==> src/rtl/hazard_controller.sv <==
// hazard_controller: pipeline hazard unit covering operand forwarding, load-use and branch stalls,
// and a data-memory wait FSM with timeout. Optional perf counters are enabled by HAZARD_PERF_CNT_EN.
module hazard_controller #(
  parameter int unsigned MEM_WAIT_MAX = 15
) (
  input  logic        clk,
  input  logic        rst,
  input  logic [4:0]  Rs1D,
  input  logic [4:0]  Rs2D,
  input  logic [4:0]  Rs1E,
  input  logic [4:0]  Rs2E,
  input  logic [4:0]  RdE,
  input  logic [4:0]  RdM,
  input  logic [4:0]  RdW,
  input  logic        RegWriteEnE,
  input  logic        RegWriteEnM,
  input  logic        RegWriteEnW,
  input  logic        MemReadEnE,
  input  logic        MemReadEnM,
  input  logic        MemWriteEnM,
  input  logic        BranchD,
  input  logic        PCSrcD,
  input  logic        JalD,
  input  logic        DMemReadyM,
  output logic        StallF,
  output logic        StallD,
  output logic        StallE,
  output logic        StallM,
  output logic        FlushD,
  output logic        FlushE,
  output logic        FlushW,
  output logic [1:0]  ForwardAE,
  output logic [1:0]  ForwardBE,
  output logic        ForwardAD,
  output logic        ForwardBD,
  output logic        MemErr,
  output logic [1:0]  State
`ifdef HAZARD_PERF_CNT_EN
  ,
  output logic [31:0] StallCnt,
  output logic [31:0] FlushCnt
`endif
);

  localparam int unsigned CNT_W = 8;
  localparam int unsigned REG_W = 5;

  typedef enum logic [1:0] {
    ST_RUN      = 2'b00,
    ST_MEM_WAIT = 2'b01,
    ST_ERROR    = 2'b10
  } state_t;

  state_t             r_state;
  logic [CNT_W-1:0]   r_wait_cnt;
  logic               r_mem_err;

  logic               w_lw_stall;
  logic               w_br_stall;
  logic               w_mem_busy;
  logic               w_hazard;

  // Execute-stage operand select: M result has priority over W result.
  function automatic logic [1:0] fwd_e(input logic [REG_W-1:0] rs,
                                       input logic we_m, input logic [REG_W-1:0] rd_m,
                                       input logic we_w, input logic [REG_W-1:0] rd_w);
    if (we_m && (rd_m != '0) && (rd_m == rs))      return 2'b10;
    else if (we_w && (rd_w != '0) && (rd_w == rs)) return 2'b01;
    else                                           return 2'b00;
  endfunction

  always_comb begin
    w_lw_stall = MemReadEnE && (RdE != '0) && ((RdE == Rs1D) || (RdE == Rs2D));
    w_br_stall = BranchD &&
                 ((RegWriteEnE && (RdE != '0) && ((RdE == Rs1D) || (RdE == Rs2D))) ||
                  (MemReadEnM  && (RdM != '0) && ((RdM == Rs1D) || (RdM == Rs2D))));
    w_mem_busy = (MemReadEnM || MemWriteEnM) && !DMemReadyM;
    w_hazard   = w_lw_stall || w_br_stall || w_mem_busy;
  end

  // Output decode; reset forces bubbles everywhere and no stalls or forwarding.
  always_comb begin
    StallF    = 1'b0;
    StallD    = 1'b0;
    StallE    = 1'b0;
    StallM    = 1'b0;
    FlushD    = 1'b1;
    FlushE    = 1'b1;
    FlushW    = 1'b1;
    ForwardAE = 2'b00;
    ForwardBE = 2'b00;
    ForwardAD = 1'b0;
    ForwardBD = 1'b0;
    if (rst) begin
      ForwardAE = fwd_e(Rs1E, RegWriteEnM, RdM, RegWriteEnW, RdW);
      ForwardBE = fwd_e(Rs2E, RegWriteEnM, RdM, RegWriteEnW, RdW);
      ForwardAD = RegWriteEnM && !MemReadEnM && (RdM != '0) && (RdM == Rs1D);
      ForwardBD = RegWriteEnM && !MemReadEnM && (RdM != '0) && (RdM == Rs2D);
      StallF    = w_hazard;
      StallD    = w_hazard;
      StallE    = w_mem_busy;
      StallM    = w_mem_busy;
      FlushW    = w_mem_busy;
      FlushE    = (w_lw_stall || w_br_stall) && !w_mem_busy;
      FlushD    = (PCSrcD || JalD) && !w_hazard;
      case (r_state)
        ST_MEM_WAIT: begin
          StallF = 1'b1;
          StallD = 1'b1;
          StallE = 1'b1;
          StallM = 1'b1;
          FlushD = 1'b0;
          FlushE = 1'b0;
          FlushW = !DMemReadyM;
        end
        ST_ERROR: begin
          StallF = 1'b1;
          StallD = 1'b1;
          StallE = 1'b1;
          StallM = 1'b1;
          FlushD = 1'b0;
          FlushE = 1'b0;
          FlushW = 1'b1;
        end
        default: ;
      endcase
    end
  end

  // Memory wait FSM; ready wins over a simultaneous timeout.
  always_ff @(posedge clk or negedge rst) begin
    if (!rst) begin
      r_state    <= ST_RUN;
      r_wait_cnt <= '0;
      r_mem_err  <= 1'b0;
    end else begin
      case (r_state)
        ST_RUN: begin
          if (w_mem_busy) begin
            r_state    <= ST_MEM_WAIT;
            r_wait_cnt <= CNT_W'(1);
          end
        end
        ST_MEM_WAIT: begin
          if (DMemReadyM) begin
            r_state <= ST_RUN;
          end else if (r_wait_cnt == CNT_W'(MEM_WAIT_MAX)) begin
            r_state   <= ST_ERROR;
            r_mem_err <= 1'b1;
          end else begin
            r_wait_cnt <= r_wait_cnt + CNT_W'(1);
          end
        end
        ST_ERROR: r_mem_err <= 1'b1;
        default:  r_state   <= ST_RUN;
      endcase
    end
  end

  assign State  = r_state;
  assign MemErr = r_mem_err;

`ifdef HAZARD_PERF_CNT_EN
  localparam int unsigned PC_W = 32;

  logic [PC_W-1:0] r_stall_cnt;
  logic [PC_W-1:0] r_flush_cnt;

  // Saturating event counters.
  always_ff @(posedge clk or negedge rst) begin
    if (!rst) begin
      r_stall_cnt <= '0;
      r_flush_cnt <= '0;
    end else begin
      if (StallF && (r_stall_cnt != '1))
        r_stall_cnt <= r_stall_cnt + PC_W'(1);
      if ((FlushD || FlushE) && (r_flush_cnt != '1))
        r_flush_cnt <= r_flush_cnt + PC_W'(1);
    end
  end

  assign StallCnt = r_stall_cnt;
  assign FlushCnt = r_flush_cnt;
`endif

endmodule

==> config.mk <==
export PLATFORM = sky130hd
export DESIGN_NAME = hazard_controller
export DESIGN_NICKNAME = d
export VERILOG_FILES = /design/src/rtl/hazard_controller.sv
export SDC_FILE = /design/constraint.sdc
export NUM_CORES = 1
export LEC_CHECK = 0
export CORE_ASPECT_RATIO = 1.2
export CORE_UTILIZATION = 30
export DETAILED_ROUTE_END_ITERATION = 8
export GPL_ROUTABILITY_DRIVEN = 0
export PLACE_DENSITY_LB_ADDON = 0.2
export SLEW_MARGIN = 20
export SYNTH_ARGS = -nofsm -noshare
export SYNTH_HDL_FRONTEND = slang
export SYNTH_SLANG_ARGS = --single-unit
==> constraint.sdc <==
create_clock -name clk -period 2.5 [get_ports clk]
set_clock_uncertainty 0.05 [all_clocks]
set_input_delay 0.5 -clock clk [delete_from_list [all_inputs] [get_ports clk]]
set_output_delay 0.5 -clock clk [all_outputs]
set_load 0.01 [all_outputs]
==> Word-level counts from Yosys, hierarchy flattened <==
Index checks and enable logic that the tools add are counted.
{ "totals": {"reg_bits": 11, "latchBits": 0, "mem_bits_rw": 0, "rom_bits": 0, "output_inout_bits": 16, "memories": 0} }
{ "op_classes": {"n_addsub": 1, "multipliers": 0, "div": 0, "magnitude_cmp": 0, "eq_ne": 16, "n_shift": 0, "mux": 29, "bitwise": 1, "reduce_logical": 41} }
{ "op_table": {"columns": ["op", "n"], "rows": [
  ["5-bit == test", 8],
  ["8-bit two-way mux", 3],
  ["1-bit logical AND", 20],
  ["8-bit one-hot mux with 2 select lines", 1],
  ["1-bit two-way mux", 15],
  ["5-bit nonzero test", 3],
  ["2-bit two-way mux", 7],
  ["8-bit by 1-bit adder with 8-bit output (second input constant)", 1],
  ["8-bit by 4-bit == test with 1-bit output (second input constant)", 1],
  ["2-bit != test (second input constant)", 4],
  ["1-bit logical OR", 7],
  ["2-bit one-hot mux with 3 select lines", 1],
  ["3-bit AND reduction", 2],
  ["1-bit zero test", 4],
  ["1-bit one-hot mux with 2 select lines", 2],
  ["4-bit AND reduction", 1],
  ["2-bit nonzero test", 2],
  ["3-bit != test (second input constant)", 1],
  ["2-bit by 1-bit == test with 1-bit output (second input constant)", 1],
  ["2-bit == test (second input constant)", 1],
  ["2-bit zero test", 1],
  ["2-bit OR reduction", 1],
  ["1-bit inverter", 1]
]} }

==> Depth between registers and ports, before layout <==
Gate-level depths: netlist of the first run.
{ "logic_depth": {"depth_word": 11, "depth_mapped": 8, "mapped_depth_nobuf": 7} }

==> Least setup slack after synthesis of the first run <==
Ideal clock, no wire load.
{ "synth_timing": {"kind": "input -> output", "from": "input RdM[3]", "to": "output StallF", "arrival_ns": 1.847, "t_required_ns": 1.950, "slack_ns": 0.103, "stages": 8, "n_path_buf": 2, "cell_sequence": "buf_4 xor2_1 nor3_1 nand3_1 nand2_1 a41oi_2 a21boi_0 buf_4"} }
{ "synth_via": {"elab_chain_cells": 9, "word_cells_on_any_way": 12, "classes_between": "2 x eq/ne; 2 x mux; 8 x reduce/logical"} }
{ "synth_lines": {"columns": ["item", "line", "rtl"], "rows": [
  ["from (decl)", "13", "input logic [4:0] RdM,"],
  ["5-bit == test or 5-bit nonzero test (tied branches)", "76", "(MemReadEnM && (RdM != '0) && ((RdM == Rs1D) || (RdM == Rs2D))));"],
  ["1-bit logical OR or 1-bit logical AND (tied branches)", "76", null],
  ["1-bit logical AND *", "76", null],
  ["1-bit logical OR *", "75", "((RegWriteEnE && (RdE != '0) && ((RdE == Rs1D) || (RdE == Rs2D))) ||"],
  ["1-bit logical AND *", "74", "w_br_stall = BranchD &&"],
  ["1-bit logical OR * (2 in a row)", "78", "w_hazard = w_lw_stall || w_br_stall || w_mem_busy;"],
  ["1-bit two-way mux * (2 in a row)", null, null],
  ["to (decl)", "25", "output logic StallF,"]
]} }
Mark *: on every way between the ends. The rest lies on a longest branch, timed or not.

==> Worst setup path after layout of the first run <==
{ "layout_timing": {"from": "input RdE[3]", "to": "output FlushD"} }
{ "layout_via": {"elab_chain_cells": 11, "word_cells_on_any_way": 16, "classes_between": "2 x eq/ne; 2 x mux; 12 x reduce/logical"} }
{ "layout_lines": {"columns": ["item", "line", "rtl"], "rows": [
  ["from (decl)", "12", "input logic [4:0] RdE,"],
  ["5-bit == test or 5-bit nonzero test (tied branches)", "73, 75", null],
  ["1-bit logical OR or 1-bit logical AND (tied branches)", "73, 75", null],
  ["1-bit logical AND", "75", null],
  ["1-bit logical OR", "75", null],
  ["1-bit logical AND", "74", null],
  ["1-bit logical OR * (2 in a row)", "78", null],
  ["1-bit zero test *", "105", "FlushD = (PCSrcD || JalD) && !w_hazard;"],
  ["1-bit logical AND *", "105", null],
  ["1-bit two-way mux *", "106", "case (r_state)"],
  ["1-bit two-way mux *", "94", "if (rst) begin"],
  ["to (decl)", "29", "output logic FlushD,"]
]} }
Marked as above.

==> results.txt, run 1 <==
----------------------------------------------------
[Synth]
  Number of distinct library cells after synthesis ... 38
  Top-area cell type share of the netlist area ... 20.87%
  Sequential share of the synthesized area ... 20.87%
  Total nets after synthesis ... 214
  Largest area contributor in the netlist ... sky130_fd_sc_hd__dfrtp_1
  Cell with the most instances after synthesis ... sky130_fd_sc_hd__xor2_1
  Synthesized area per cell ... 8.091 µm²
  Top cell types by occurrence after synthesis ... 26 x sky130_fd_sc_hd__xor2_1, 14 x sky130_fd_sc_hd__nor2_1, 14 x sky130_fd_sc_hd__xnor2_1, 11 x sky130_fd_sc_hd__dfrtp_1, 11 x sky130_fd_sc_hd__nand2_1
  Post-synthesis cell count ... 163
  Number of enable-type register cells in the synthesized netlist ... 0
  Cell area after synthesis ... 0.001319 mm²
  Post-synthesis sequential element count ... 11
  Number of warnings issued by yosys ... 0
  Dominant register cell in the synthesized netlist ... sky130_fd_sc_hd__dfrtp_1
  Ys async rst share ... 100.0%
  Biggest area contributors in the synthesized netlist ... sky130_fd_sc_hd__dfrtp_1 21%, sky130_fd_sc_hd__xor2_1 17%, sky130_fd_sc_hd__xnor2_1 9.3%

[Die]
  Number of I/O pins ... 63
  Std cell rows ... 26
  Std-Cell Core Area ... 0.004229 mm²
  Effective utilization at floorplan ... 31.18%
  Die Ht ... 74.63 µm
  Horizontal die dimension ... 62.53 µm
  Die footprint ... 0.004666 mm²

[Timing]
  Max-slew violation count ... 0
  Final period demand of the worst path ... 2428 ps
  Final Cycle Share ... 97.13%
  Final Hold Slack ... 358.0 ps
  Fin. Hold Viols ... 0
  F_max ... 411.8 MHz
  Max-slew headroom ... 70.60%
  Slew @ Worst Pin ... 440.8 ps
  Final setup vio count ... 0
  Worst setup margin ... 71.84 ps

[Placement]
  Dpl ws ... -708.3 ps
  Count of port buffers added during placement ... 62
  Detail Placement HPWL ... 3013 µm

[Job]
  Max-capacitance violation count ... 0

[Pwr]
  Worst IR Drop VDD ... 0.4233 mV
  Pwr/cell area ... 437.8 mW/mm²
  Post-layout power ... 0.0009996 W
  P_leak ... 1.028 nW

[Global routing]
  Number of antenna violations at the first check in global routing ... 0
  Wire length of the first global-routing pass ... 6072 µm
  Total congestion overflow ... 0
  Total routing resource utilization after global routing ... 16.75%
  Vias in the first global route ... 1390
  Largest net degree at the start of global routing ... 20

[Setup path]
  Register-to-register setup slack ... 720 ps
  Number of cells on the worst reg-to-reg path ... 7
  Data arrival time at the worst-slack endpoint ... 1880 ps
  Startpoint of the most critical setup path ... RdE[3]
  Startpoint of the lowest-slack register-to-register path ... r_wait_cnt[0]$_DFFE_PN0P_
  Highest net fanout along the worst path ... 3
  Type of destination of the critical path ... primary output
  Required arrival time at the worst endpoint ... 1950 ps
  Startpoint kind of the worst setup timing path ... primary input
  Critical setup path kind ... in -> out
  Critical R2R Capture ... r_wait_cnt[6]$_DFFE_PN0P_

[Finish]
  Total number of nets in the final design ... 310
  Footprint of the multi-input gates ... 0.001028 mm²
  Antenna diode count ... 0
  Area growth from synthesis to layout ... 73.15%
  Register area ... 275.3 µm²
  Share of post-route cells with drive strength above 1 ... 27.13%
  Count of fill cells added during filler insertion ... 414

[Detailed routing]
  Final ANT Viol Nets ... 0
  1st-pass router iterations ... 4
  Vias per Instance ... 4.580
  Total detailed-routing wirelength ... 3781 µm
  Routed wire per std cell ... 12.04 µm
  Count of routing violations after the opening detailed-route iteration ... 12
  Total number of vias ... 1438
  DRC Markers ... 0

[Clocking]
  CTS hold repair buffers ... 0
  Number of post-CTS setup repair buffers ... 0
  Number of buffers created by CTS ... 3
  Clk Latency, worst-skew pair ... 250 ps
  H-tree depth ... 1
  Clock Root Buffer ... sky130_fd_sc_hd__clkbuf_8
  Clock Sink Count ... 11
  Clock edge transition at the registers on the reported setup and hold paths ... 50 ps
  CTS tree ... done
  Bufs on Longest Clock Path ... 2

[Min path]
  Hold WC Path Type ... in -> async

[Status]
  Status ... complete, no violations

----------------------------------------------------
[flip-flops by register name, indices dropped and copies added, names as in the netlist]
register,cells
MemErr,1
State,2
r_wait_cnt,8
[stage by stage]
stage	instances	setup TNS (ps)	instance area (µm²)	utilization [%]
floorplan	163	0	1319	-
global placement	310	-5625	2233	52.81
detailed placement	310	-5683	2233	52.81
CTS	314	0	2247	53.14
global route	314	-44.17	2283	53.99
finish	314	0	2283	53.99
[cells by family after synthesis]
| family | after synthesis | synth area share [%] |
|---|---|---|
| AND/OR/NAND/NOR | 64 | 26.85 |
| adder cells (fa/ha/maj) | 4 | 3.795 |
| flip-flops | 11 | 20.87 |
| AO/OA/AOI/OAI | 29 | 15.37 |
| buffers and inverters | 14 | 5.787 |
| multiplexers | 1 | 0.7590 |
| XOR/XNOR | 40 | 26.57 |
[placed cells by master, fill, tap and decap left out, drive strengths merged, types with 2 or more instances in the layout]
cell            n
nor2           14
inv             6
nand3          10
nor3            8
clkdlybuf4s15   9
a21oi           8
and2            3
nand2          11
xnor2          14
dlygate4sd2    24
clkbuf          8
dfrtp          11
dlymetal6s2s    4
clkdlybuf4s50  15
buf            43
xor2           26
o21ai          12
and3            2
or4             4
ha              4
nor2b           2
nor4            5
[power breakdown]
part	internal, W	leakage (nW)	switching [W]	total (W)
Combinational	0.000279	0.859	0.000273	0.000552
Clock	0.000112	0.0228	0.0000701	0.000182
Sequential	0.000221	0.146	0.0000440	0.000265
[timing repair]
action,in CTS,in global routing
gates resized for setup,77,23
setup endpoints to repair,13,8
endpoints found under the hold margin,0,0
pin swaps,18,14
[cell type report]
class	instances	share of cell area (%)
Inverter	6	0.9863
Multi-Input combinational cell	138	45.04
Tap cell	56	3.068
Timing Repair Buffer	99	36.88
Sequential cell	11	12.05
Clock buffer	4	1.973
[worst max path at each step]
stage,to,cells past startpoint
detailed placement,StallF,8
global placement,StallD,8
finish,FlushD,7
CTS,ForwardAE[0],9
global route,FlushE,8
floorplan,StallF,8
[critical path, cell delays in order]
cell and delay [ps]:
sky130_fd_sc_hd__clkdlybuf4s15_1 230, sky130_fd_sc_hd__or4_4 520, sky130_fd_sc_hd__nor2_4 110, sky130_fd_sc_hd__a211oi_2 60
sky130_fd_sc_hd__a41oi_2 220, sky130_fd_sc_hd__a21bo_1 140, sky130_fd_sc_hd__buf_2 120
[routing by layer]
layer	routed length (µm)	up-vias	part of all wire, %	GRT usage [%]
met3	212	5	5.6	2.879
met5	0	-	0	0
met1	1768	640	47	20.65
li1	-	753	-	-
met4	63	0	1.7	7.752
met2	1737	40	46	28.86
(Power assumes the default switching activity.)
==> run 2: changes to the inputs <==
Settings changed: SKIP_LAST_GASP set to 1.
==> results of run 2 <==
Same layout as run 1: the final DEF is identical, and so are final timing and power.
